$ cat src/rtl/rv32i_pkg.sv
// Shared definitions for the RV32I core: opcode classes, funct3 codes,
// hazard-controller state encoding and the canonical NOP word.
package rv32i_pkg;

    localparam int XLEN = 32;

    typedef enum logic [1:0] {
        AR_TYPE = 2'd0,
        M_TYPE  = 2'd1,
        BR_TYPE = 2'd2,
        SH_TYPE = 2'd3
    } opcode_e;

    // Arithmetic / shift funct3
    localparam logic [2:0] F3_ADD  = 3'b000;
    localparam logic [2:0] F3_SLL  = 3'b001;
    localparam logic [2:0] F3_SLT  = 3'b010;
    localparam logic [2:0] F3_SLTU = 3'b011;
    localparam logic [2:0] F3_XOR  = 3'b100;
    localparam logic [2:0] F3_SR   = 3'b101;
    localparam logic [2:0] F3_OR   = 3'b110;
    localparam logic [2:0] F3_AND  = 3'b111;

    // Branch funct3
    localparam logic [2:0] F3_BEQ  = 3'b000;
    localparam logic [2:0] F3_BNE  = 3'b001;
    localparam logic [2:0] F3_BLT  = 3'b100;
    localparam logic [2:0] F3_BGE  = 3'b101;
    localparam logic [2:0] F3_BLTU = 3'b110;
    localparam logic [2:0] F3_BGEU = 3'b111;

    // Memory funct3
    localparam logic [2:0] F3_LW   = 3'b010;
    localparam logic [2:0] F3_SW   = 3'b010;

    typedef enum logic [1:0] {
        ST_RUN   = 2'd0,
        ST_STALL = 2'd1,
        ST_FLUSH = 2'd2
    } ctrl_state_e;

    // addi x0, x0, 0
    localparam logic [XLEN-1:0] NOP_INSN = 32'h0000_0013;

endpackage

$ cat src/rtl/rv32i_scoreboard.sv
// In-flight destination tracker: a DEPTH-deep shift register of {valid, tag}
// with pending lookups for both ID source operands.
module rv32i_scoreboard
    import rv32i_pkg::*;
#(
    parameter int REG_AW = 5,
    parameter int DEPTH  = 3
) (
    input  logic              clk,
    input  logic              RN,
    input  logic              push_valid,
    input  logic [REG_AW-1:0] push_tag,
    input  logic [REG_AW-1:0] rs1,
    input  logic [REG_AW-1:0] rs2,
    output logic              pend_rs1,
    output logic              pend_rs2
);

    logic [DEPTH-1:0]  valid;
    logic [REG_AW-1:0] tag [DEPTH];

    // NOTE: valid bits must reset so a stale entry cannot stall the first
    // instruction after reset; tags are cleared too so they never read as X.
    always_ff @(posedge clk or posedge RN) begin
        if (RN) begin
            valid <= '0;
            for (int i = 0; i < DEPTH; i++) begin
                tag[i] <= '0;
            end
        end else begin
            // NOTE: non-blocking assignments make every stage sample its
            // predecessor's old value, so the loop order does not matter.
            valid[0] <= push_valid;
            tag[0]   <= push_tag;
            for (int i = 1; i < DEPTH; i++) begin
                valid[i] <= valid[i-1];
                tag[i]   <= tag[i-1];
            end
        end
    end

    // NOTE: outputs get a default before the search loop so no latch is inferred.
    always_comb begin
        pend_rs1 = 1'b0;
        pend_rs2 = 1'b0;
        for (int i = 0; i < DEPTH; i++) begin
            if (valid[i] && (tag[i] == rs1)) pend_rs1 = 1'b1;
            if (valid[i] && (tag[i] == rs2)) pend_rs2 = 1'b1;
        end
        // x0 is hardwired, so it can never be waited on.
        if (rs1 == '0) pend_rs1 = 1'b0;
        if (rs2 == '0) pend_rs2 = 1'b0;
    end

endmodule

$ cat src/rtl/rv32i_hazard_ctrl.sv
// Pipeline sequencing controller: holds IF/ID on RAW hazards, squashes the
// wrong path after a taken branch and counts stall/flush events.
module rv32i_hazard_ctrl
    import rv32i_pkg::*;
#(
    parameter int REG_AW       = 5,
    parameter int DEPTH        = 3,
    parameter int FLUSH_CYCLES = 2,
    parameter int CNT_W        = 16
) (
    input  logic              clk,
    input  logic              RN,
    input  logic              id_valid,
    input  logic [REG_AW-1:0] id_rs1,
    input  logic [REG_AW-1:0] id_rs2,
    input  logic              id_uses_rs1,
    input  logic              id_uses_rs2,
    input  logic [REG_AW-1:0] id_rd,
    input  logic              id_writes_rd,
    input  logic              ex_br_taken,
    output logic              pc_hold,
    output logic              id_issue,
    output logic              if_id_flush,
    output logic [1:0]        ctrl_state,
    output logic [CNT_W-1:0]  stall_cnt,
    output logic [CNT_W-1:0]  flush_cnt
);

    localparam int            REM_W    = (FLUSH_CYCLES > 1) ? $clog2(FLUSH_CYCLES) : 1;
    localparam logic [REM_W-1:0] REM_INIT = REM_W'(FLUSH_CYCLES - 1);

    ctrl_state_e      state;
    logic [REM_W-1:0] remaining;

    logic pend_rs1;
    logic pend_rs2;
    logic hazard;
    logic branch_path;
    logic stall_path;
    logic sb_push;

    assign sb_push = id_issue & id_writes_rd & (id_rd != '0);

    rv32i_scoreboard #(
        .REG_AW (REG_AW),
        .DEPTH  (DEPTH)
    ) u_scoreboard (
        .clk        (clk),
        .RN         (RN),
        .push_valid (sb_push),
        .push_tag   (id_rd),
        .rs1        (id_rs1),
        .rs2        (id_rs2),
        .pend_rs1   (pend_rs1),
        .pend_rs2   (pend_rs2)
    );

    assign hazard      = id_valid & ((id_uses_rs1 & pend_rs1) | (id_uses_rs2 & pend_rs2));
    assign branch_path = ex_br_taken | (state == ST_FLUSH);

    // Mealy outputs; squash outranks stall so a hazard on the wrong path
    // never freezes the PC.
    always_comb begin
        pc_hold     = 1'b0;
        id_issue    = 1'b0;
        if_id_flush = 1'b0;
        stall_path  = 1'b0;
        if (!RN) begin
            if (branch_path) begin
                if_id_flush = 1'b1;
            end else if (hazard) begin
                pc_hold    = 1'b1;
                stall_path = 1'b1;
            end else begin
                id_issue = id_valid;
            end
        end
    end

    always_ff @(posedge clk or posedge RN) begin
        if (RN) begin
            state     <= ST_RUN;
            remaining <= '0;
        end else begin
            case (state)
                ST_RUN, ST_STALL: begin
                    if (ex_br_taken) begin
                        if (FLUSH_CYCLES > 1) begin
                            state     <= ST_FLUSH;
                            remaining <= REM_INIT;
                        end else begin
                            state <= ST_RUN;
                        end
                    end else begin
                        state <= hazard ? ST_STALL : ST_RUN;
                    end
                end
                ST_FLUSH: begin
                    if (ex_br_taken) begin
                        remaining <= REM_INIT;
                    end else if (remaining <= REM_W'(1)) begin
                        remaining <= '0;
                        state     <= hazard ? ST_STALL : ST_RUN;
                    end else begin
                        remaining <= remaining - REM_W'(1);
                    end
                end
                default: begin
                    state     <= ST_RUN;
                    remaining <= '0;
                end
            endcase
        end
    end

    assign ctrl_state = state;

    always_ff @(posedge clk or posedge RN) begin
        if (RN) begin
            stall_cnt <= '0;
            flush_cnt <= '0;
        end else begin
            if (stall_path && (stall_cnt != '1)) stall_cnt <= stall_cnt + CNT_W'(1);
            if (ex_br_taken && (flush_cnt != '1)) flush_cnt <= flush_cnt + CNT_W'(1);
        end
    end

endmodule

$ cat config.mk
export PLATFORM = sky130hd
export DESIGN_NAME = rv32i_hazard_ctrl
export DESIGN_NICKNAME = d
export VERILOG_FILES = /design/src/rtl/rv32i_pkg.sv /design/src/rtl/rv32i_scoreboard.sv /design/src/rtl/rv32i_hazard_ctrl.sv
export SDC_FILE = /design/constraint.sdc
export NUM_CORES = 1
export LEC_CHECK = 0
export BUFFER_PORTS_ARGS = -buffer_cell sky130_fd_sc_hd__buf_2
export CAP_MARGIN = 20
export CELL_PAD_IN_SITES_DETAIL_PLACEMENT = 0
export CELL_PAD_IN_SITES_GLOBAL_PLACEMENT = 2
export CORE_UTILIZATION = 31
export CTS_CLUSTER_SIZE = 10
export DETAILED_ROUTE_END_ITERATION = 8
export PLACE_DENSITY_LB_ADDON = 0.1
export SYNTH_ARGS = -nofsm -noshare
export SYNTH_HDL_FRONTEND = slang
export SYNTH_HIERARCHICAL = 1
export SYNTH_SLANG_ARGS = --single-unit
$ cat constraint.sdc
create_clock -name clk -period 2.1 [get_ports clk]
set_input_delay 0.21 -clock clk [delete_from_list [all_inputs] [get_ports clk]]
set_output_delay 0.21 -clock clk [all_outputs]
set_load 0.01 [all_outputs]
==> results_dict.tcl, run 1 <==
set metrics [dict create \
    status "finished with violations" \
    failed_checks "setup timing" \
    final_period_minus_worst_setup_slack_ps 2360 \
    totalPowerFinal_mw 2.30 \
    hold_ws_ps 18.6 \
    final-instance-count-excl-fill 405 \
    area.growth.synth_to_final_pct 32.6 \
    antenna_cells 0 \
    coreArea_um2 7770 \
    worst_slack_ps -265 \
    io_buffers 58 \
    grt_pass1_wl_um 9440 \
    worstSkewPairLatency_ps 310 \
    synth_cell_count_leaders "sky130_fd_sc_hd__dfrtp_1, sky130_fd_sc_hd__xor2_1, sky130_fd_sc_hd__xnor2_1" \
    cts-buffers-inserted 5 \
    cts_tree "built" \
    reg2reg_from "u_scoreboard/tag[14]$_DFF_PP0_" \
    worst_ir_drop_on_vdd_v 0.000524 \
    globalplace.congestion 0.749 \
    startpoint "u_scoreboard/tag[2]$_DFF_PP0_" \
    synthCells 212 \
    final_max_slew_viol_count 0 \
    simple_logic_cell_fraction_of_the_synthesized_area_pct 19.1 \
    route.detailed.vias_per_inst 4.67 \
    synthTopCellsByArea "sky130_fd_sc_hd__dfrtp_1, sky130_fd_sc_hd__xor2_1, sky130_fd_sc_hd__xnor2_1, sky130_fd_sc_hd__nand4_1, sky130_fd_sc_hd__nand3_1" \
    rsz_0062_raised_after_global_routing "yes" \
    critical_path_at_ps 2150 \
    drcViolationCount 0 \
    die_x_um 91.7 \
    h-tree-depth 2 \
    clock_tree.buffer_depth 2 \
    dominantRegCellSynth "sky130_fd_sc_hd__dfrtp_1" \
    crit_end_category "output port" \
    yosysSeqAreaShare_pct 52.2 \
    wl_per_cell_um 13.7 \
    power.density_cell_area_nw_per_um2 695 \
    top_area_cell_type_share_of_the_netlist_area_pct 52.2 \
    root_buffer "sky130_fd_sc_hd__clkbuf_8" \
    setup_viol 18 \
    vias 1893 \
    clkTransAtPathRegs_ps 100 \
    fillerInstances 789 \
    skew_ps 9.47 \
    grt_start_max_net_pins 35 \
    synth_enable_flop_cells 0 \
    dp.cells 391 \
    globalRouteOverflowTotal 0 \
    yosys.cell_types.count 38 \
    slew_headroom_pct 54.4 \
    max_cap_violations 0 \
    detailedRoute.firstPassIterationCount 4 \
    final_hold_viol_count 0 \
    main_combinational_cell_family_by_area_after_synthesis "XOR/XNOR gates" \
    worstHoldPathType "primary input to flop" \
    floorplan.rows 32 \
    top_level_ports 59 \
    clock.fmax_ghz 0.423 \
    tightest_slew_ps 683 \
    die_y_extent_um 91.7 \
    leading_area_contributor_after_synthesis "sky130_fd_sc_hd__dfrtp_1" \
    route.antenna.remaining_nets 0 \
    synthArstFlopShare_pct 100 \
    worst_setup_path_start_kind "flop" \
    clock-sinks 52 \
    synth.area.mux_share_pct 0.903 \
    syn-cell-area_um2 2490 \
    post_route_cells_drive_above_1_share_pct 37.3 \
    antenna_violations_before_repair 0 \
    drt_initial_violations 67 \
    grt_pass1_vias 1869 \
    path_class "flop to output port" \
    critical_path.max_fanout 2 \
    nets 326 \
    share_of_the_synthesized_netlist_area_taken_by_xor_and_xnor_gates_pct 20.0 \
    r2r_slack_ps -230 \
    critPathRequiredTime_ps 1890 \
    routed_wl_um 5530 \
    synth_compound_gate_area_share_pct 5.87 \
    synth_seq_cells 52 \
    post-route-period-util_pct 113 \
    place_hpwl_um 4150 \
    syn-mean-instance-area_um2 11.8 \
    synth.yosys.warnings 6 \
    post_synth_fa_ha_maj_area_fraction_pct 1.00 \
    mappedNetlistNets 236 \
    worst_hold_startpoint "id_rd[0]" \
    dieArea_um2 8410 \
    effective_utilization_at_floorplan_pct 32.1 \
    leakagePower_nw 1.59 \
    post-synth-top-count-cell "sky130_fd_sc_hd__dfrtp_1" \
    grt_usage_pct 14.3 \
]
==> sequential cells by signal (all words and copies together) (netlist names) <==
| name | cells |
|---|---|
| ctrl_state | 2 |
| flush_cnt | 16 |
| stall_cnt | 16 |
| u_scoreboard/tag | 15 |
| u_scoreboard/valid | 3 |
==> what timing repair did <==
| item | 4_1_cts | 5_1_grt |
|---|---|---|
| gates cloned | 0 | 0 |
| hold buffers | 0 | 1 |
| gates resized for setup | 4 | 4 |
| setup endpoints to repair | 19 | 18 |
| buffers inserted | 5 | 1 |
| hold endpoints to repair | 0 | 1 |
| pin swaps | 14 | 10 |
==> power by group <==
group	switching, mW	leakage (nW)	internal (mW)	total (mW)
combinational	0.201	0.847	0.183	0.384
clock	0.341	0.0614	0.390	0.731
sequential	0.106	0.678	1.08	1.18
==> layout by cell type (no fill, tap or decap), drive strengths merged, types with 2 or more instances in the layout <==
cell type,synthesis,routed
xnor2,25,25
nor3,2,2
and3,6,6
mux2,2,2
a21oi,5,5
nand3,11,11
a32oi,2,2
buf,1,83
inv,5,5
xor2,32,32
a31oi,2,2
ha,2,2
and2,2,2
and4,3,3
nand4,14,14
nand2,12,12
nor4,7,7
dfrtp,52,52
or4,2,2
nor2,11,11
clkbuf,0,6
==> metal layers <==
| metal | global-route usage, % | wire, um | vias to the layer above |
|---|---|---|---|
| met3 | 2.57 | 178 | 5 |
| met4 | 4.69 | 65 | 0 |
| li1 | - | - | 928 |
| met1 | 19.9 | 2700 | 925 |
| met5 | 0 | 0 | - |
| met2 | 22.4 | 2590 | 35 |
==> metrics by stage <==
stage / utilization, % / setup WS (ps) / instance area, um^2 / setup TNS, ps
after floorplan: - / -202 / 2520 / -2380
final: 42.6 / -265 / 3310 / -3270
after global placement: 39.8 / -353 / 3090 / -5150
after CTS: 42.0 / -319 / 3260 / -3930
after detailed placement: 39.8 / -353 / 3090 / -5080
after global routing: 42.6 / -409 / 3310 / -6200
==> worst max-delay path, cell delays in order (launching register included) <==
cell	delay, ps
sky130_fd_sc_hd__dfrtp_1	410
sky130_fd_sc_hd__buf_6	120
sky130_fd_sc_hd__xnor2_1	110
sky130_fd_sc_hd__and2_1	130
sky130_fd_sc_hd__a32oi_1	140
sky130_fd_sc_hd__a21oi_1	90
sky130_fd_sc_hd__a22oi_2	270
sky130_fd_sc_hd__buf_4	160
sky130_fd_sc_hd__nor4b_4	230
sky130_fd_sc_hd__buf_2	190
==> worst paths after layout <==
path / depth (start not counted) / endpoint
max: 9 / id_issue
min: 1 / u_scoreboard/tag[10]$_DFF_PP0_
max reg2reg: 9 / stall_cnt[10]$_DFFE_PP0P_
min reg2reg: 0 / u_scoreboard/valid[2]$_DFF_PP0_
max in group asynchronous: 2 / u_scoreboard/tag[4]$_DFF_PP0_
min in group asynchronous: 3 / stall_cnt[8]$_DFFE_PP0P_
==> area by class of cell <==
type | count | area (um^2) | share of cell area (%)
Sequential cell | 52 | 1300 | 39.3
Tap cell | 102 | 128 | 3.86
Inverter | 5 | 18.8 | 0.568
Clock inverter | 2 | 38.8 | 1.17
Clock buffer | 6 | 82.6 | 2.50
Multi-Input combinational cell | 154 | 1230 | 37.1
Timing Repair Buffer | 84 | 510 | 15.4
==> cells by family (layout without fill, tap and decap cells) <==
logic type,Yosys count,in the layout
adder cells (fa/ha/maj),2,2
AO/OA/AOI/OAI,17,17
AND/OR/NAND/NOR,76,76
flip-flops,52,52
multiplexers,2,2
buffers and inverters,6,97
XOR/XNOR,57,57
Note: power is estimated with default switching activity, not from simulation.
==> run 2: changes to the inputs <==
--- a/config.mk
+++ b/config.mk
@@ -9,6 +9,7 @@
 export CAP_MARGIN = 20
 export CELL_PAD_IN_SITES_DETAIL_PLACEMENT = 0
 export CELL_PAD_IN_SITES_GLOBAL_PLACEMENT = 2
+export CORE_MARGIN = 2
 export CORE_UTILIZATION = 31
 export CTS_CLUSTER_SIZE = 10
 export DETAILED_ROUTE_END_ITERATION = 8
==> run 2 against run 1 <==
- the run still ends with setup timing left
- final cell count decreased by 0.49%
- via count decreased by 0.69%
- core utilization about the same
- global-route usage decreased by 0.29 points
- power decreased by 5.0%
- combinational power increased by 2%
- critical path depth unchanged
- sequential power about the same
- flip-flop and latch count unchanged
- sequential share of layout area about the same
- critical path type unchanged
- largest power group unchanged
==> results_dict.tcl, run 2 (same netlist as run 1, synthesis figures left out) <==
set metrics [dict create \
    status "finished with violations" \
    failed_checks "setup timing" \
    layout.cells.most_common_list "sky130_fd_sc_hd__buf_2, sky130_fd_sc_hd__dfrtp_1, sky130_fd_sc_hd__xor2_1" \
    post-route-period-util_pct 116 \
    worst_case_reg_to_reg_path_depth 11 \
    setup_viol 18 \
    clock.fmax_ghz 0.412 \
    coreArea_um2 7770 \
    finalInstanceArea_um2 3310 \
    area.growth.synth_to_final_pct 32.6 \
    final_max_slew_viol_count 0 \
    reg2reg_from "u_scoreboard/tag[10]$_DFF_PP0_" \
    r2r_slack_ps -250 \
    worstSkewPairLatency_ps 300 \
    startpoint "u_scoreboard/tag[2]$_DFF_PP0_" \
    power.density_cell_area_nw_per_um2 661 \
    cts-buffers-inserted 5 \
    floorplan.rows 32 \
    die_y_extent_um 93.7 \
    final_period_minus_worst_setup_slack_ps 2430 \
    globalplace.congestion 0.745 \
    routed_wl_um 5840 \
    nets 324 \
    grt_pass1_wl_um 9640 \
    wl_per_cell_um 14.5 \
    power.share.combinational_pct 17.9 \
    vias 1880 \
    slew_headroom_pct 52.5 \
    clock_power_share_pct 27.9 \
    h-tree-depth 2 \
    root_buffer "sky130_fd_sc_hd__clkbuf_8" \
    dieArea_um2 8780 \
    worst_setup_path_start_kind "flop" \
    grt_start_max_net_pins 19 \
    top_level_ports 59 \
    worst_slack_ps -327 \
    antenna_violations_before_repair 0 \
    share_seq_of_total_power_pct 54.2 \
    crit_end_category "output port" \
    critical_path.max_fanout 2 \
    io_buffers 58 \
    path_class "flop to output port" \
    grt-busiest-layer "met2" \
    grt_usage_pct 14.0 \
    route.detailed.vias_per_inst 4.67 \
    skew_ps 8.11 \
    leakagePower_nw 1.57 \
    sw_frac_of_total_pct 30.0 \
    clock_tree.buffer_depth 2 \
    grtUsageMet2_pct 21.8 \
    grt_pass1_vias 1898 \
    fin_util_pct 42.6 \
    max_cap_violations 0 \
    tightest_slew_ps 712 \
    drcViolationCount 0 \
    totalPowerFinal_mw 2.18 \
    drt_initial_violations 57 \
    place_hpwl_um 4340 \
    route.antenna.remaining_nets 0 \
    internal-power_mw 1.53 \
    largestRegisters "flush_cnt x16, stall_cnt x16, u_scoreboard/tag x15" \
    met3_usage_pct 2.73 \
    clock-sinks 52 \
    critical_path_at_ps 2220 \
    die_x_um 93.7 \
    leading_cell_type_in_the_layout_fill_and_taps_excluded "sky130_fd_sc_hd__buf_2" \
    critPathRequiredTime_ps 1890 \
    effective_utilization_at_floorplan_pct 32.1 \
    global_route_track_usage_on_met1_pct 20.3 \
    detailedRoute.firstPassIterationCount 4 \
    clkTransAtPathRegs_ps 100 \
    p_sw_uw 656 \
    cts_tree "built" \
    globalRouteOverflowTotal 0 \
    worstHoldPathType "primary input to async pin" \
    detailed_place.area_um2 3090 \
    antenna_cells 0 \
    post_route_cells_drive_above_1_share_pct 38.2 \
    rsz_0062_raised_after_global_routing "yes" \
    worst_ir_drop_on_vdd_v 0.000490 \
    final_hold_viol_count 0 \
]
-- run 2: cell types whose count changed in the layout (fill, tap and decap cells not counted), sizes merged --
cell,delta
buf,-3
clkinvlp,+2
bufinv,-1
clkinv,-1
dlygate4sd3,+1
-- run 2: final cells by class --
class                           instances  area (um^2)
Clock buffer                            6         82.6
Clock inverter                          2         15.0
Fill cell                             776         4460
Inverter                                5         18.8
Multi-Input combinational cell        154         1260
Sequential cell                        52         1300
Tap cell                              102          128
Timing Repair Buffer                   82          498
-- run 2: power by group through the flow --
stage | Clock, mW | Sequential (mW) | Combinational (mW)
after CTS | 0.637 | 1.18 | 0.392
after detailed placement | 0 | 1.20 | 0.388
final | 0.610 | 1.18 | 0.390
after global placement | 0 | 1.20 | 0.387
after floorplan | 0 | 1.21 | 0.186
after global routing | 0.691 | 1.20 | 0.433
-- run 2: per-stage QoR --
stage / std cells / setup WS [ps] / TNS (ps) / hold slack [ps]
floorplan: 212 / -202 / -2380 / 149
CTS: 401 / -328 / -4970 / 7.00
global route: 403 / -456 / -6570 / 2.05
finish: 403 / -327 / -3770 / 8.51
detailed placement: 391 / -455 / -6700 / 324
global placement: 391 / -342 / -5090 / 324
-- run 2: worst paths after layout --
check,end
setup reg to reg,stall_cnt[6]$_DFFE_PP0P_
hold reg to reg,u_scoreboard/valid[2]$_DFF_PP0_
setup / recovery,id_issue
max in group asynchronous,u_scoreboard/tag[12]$_DFF_PP0_
min in group clk,u_scoreboard/tag[14]$_DFF_PP0_
hold / removal,flush_cnt[8]$_DFFE_PP0P_
-- run 2: per-layer routing --
metal,vias up,part of all wire [%]
met4,0,0.91
met5,-,0
met3,7,4.0
met2,39,47
met1,914,48
li1,920,-
-- run 2: worst max-delay path, stage by stage (launching register included) --
cell and delay [ps]:
sky130_fd_sc_hd__dfrtp_1 430, sky130_fd_sc_hd__buf_6 130, sky130_fd_sc_hd__xnor2_1 120, sky130_fd_sc_hd__and2_1 140, sky130_fd_sc_hd__a32oi_1 140, sky130_fd_sc_hd__a21oi_1 90
sky130_fd_sc_hd__a22oi_2 270, sky130_fd_sc_hd__buf_4 160, sky130_fd_sc_hd__nor4b_4 250, sky130_fd_sc_hd__buf_2 190
-- run 2: repair_timing --
| item | in CTS | in global routing |
|---|---|---|
| hold buffers | 0 | 2 |
| setup buffers | 3 | 1 |
| pin swaps | 9 | 12 |
| gates resized for setup | 6 | 7 |
| setup endpoints to repair | 19 | 20 |
| endpoints found under the hold margin | 0 | 2 |
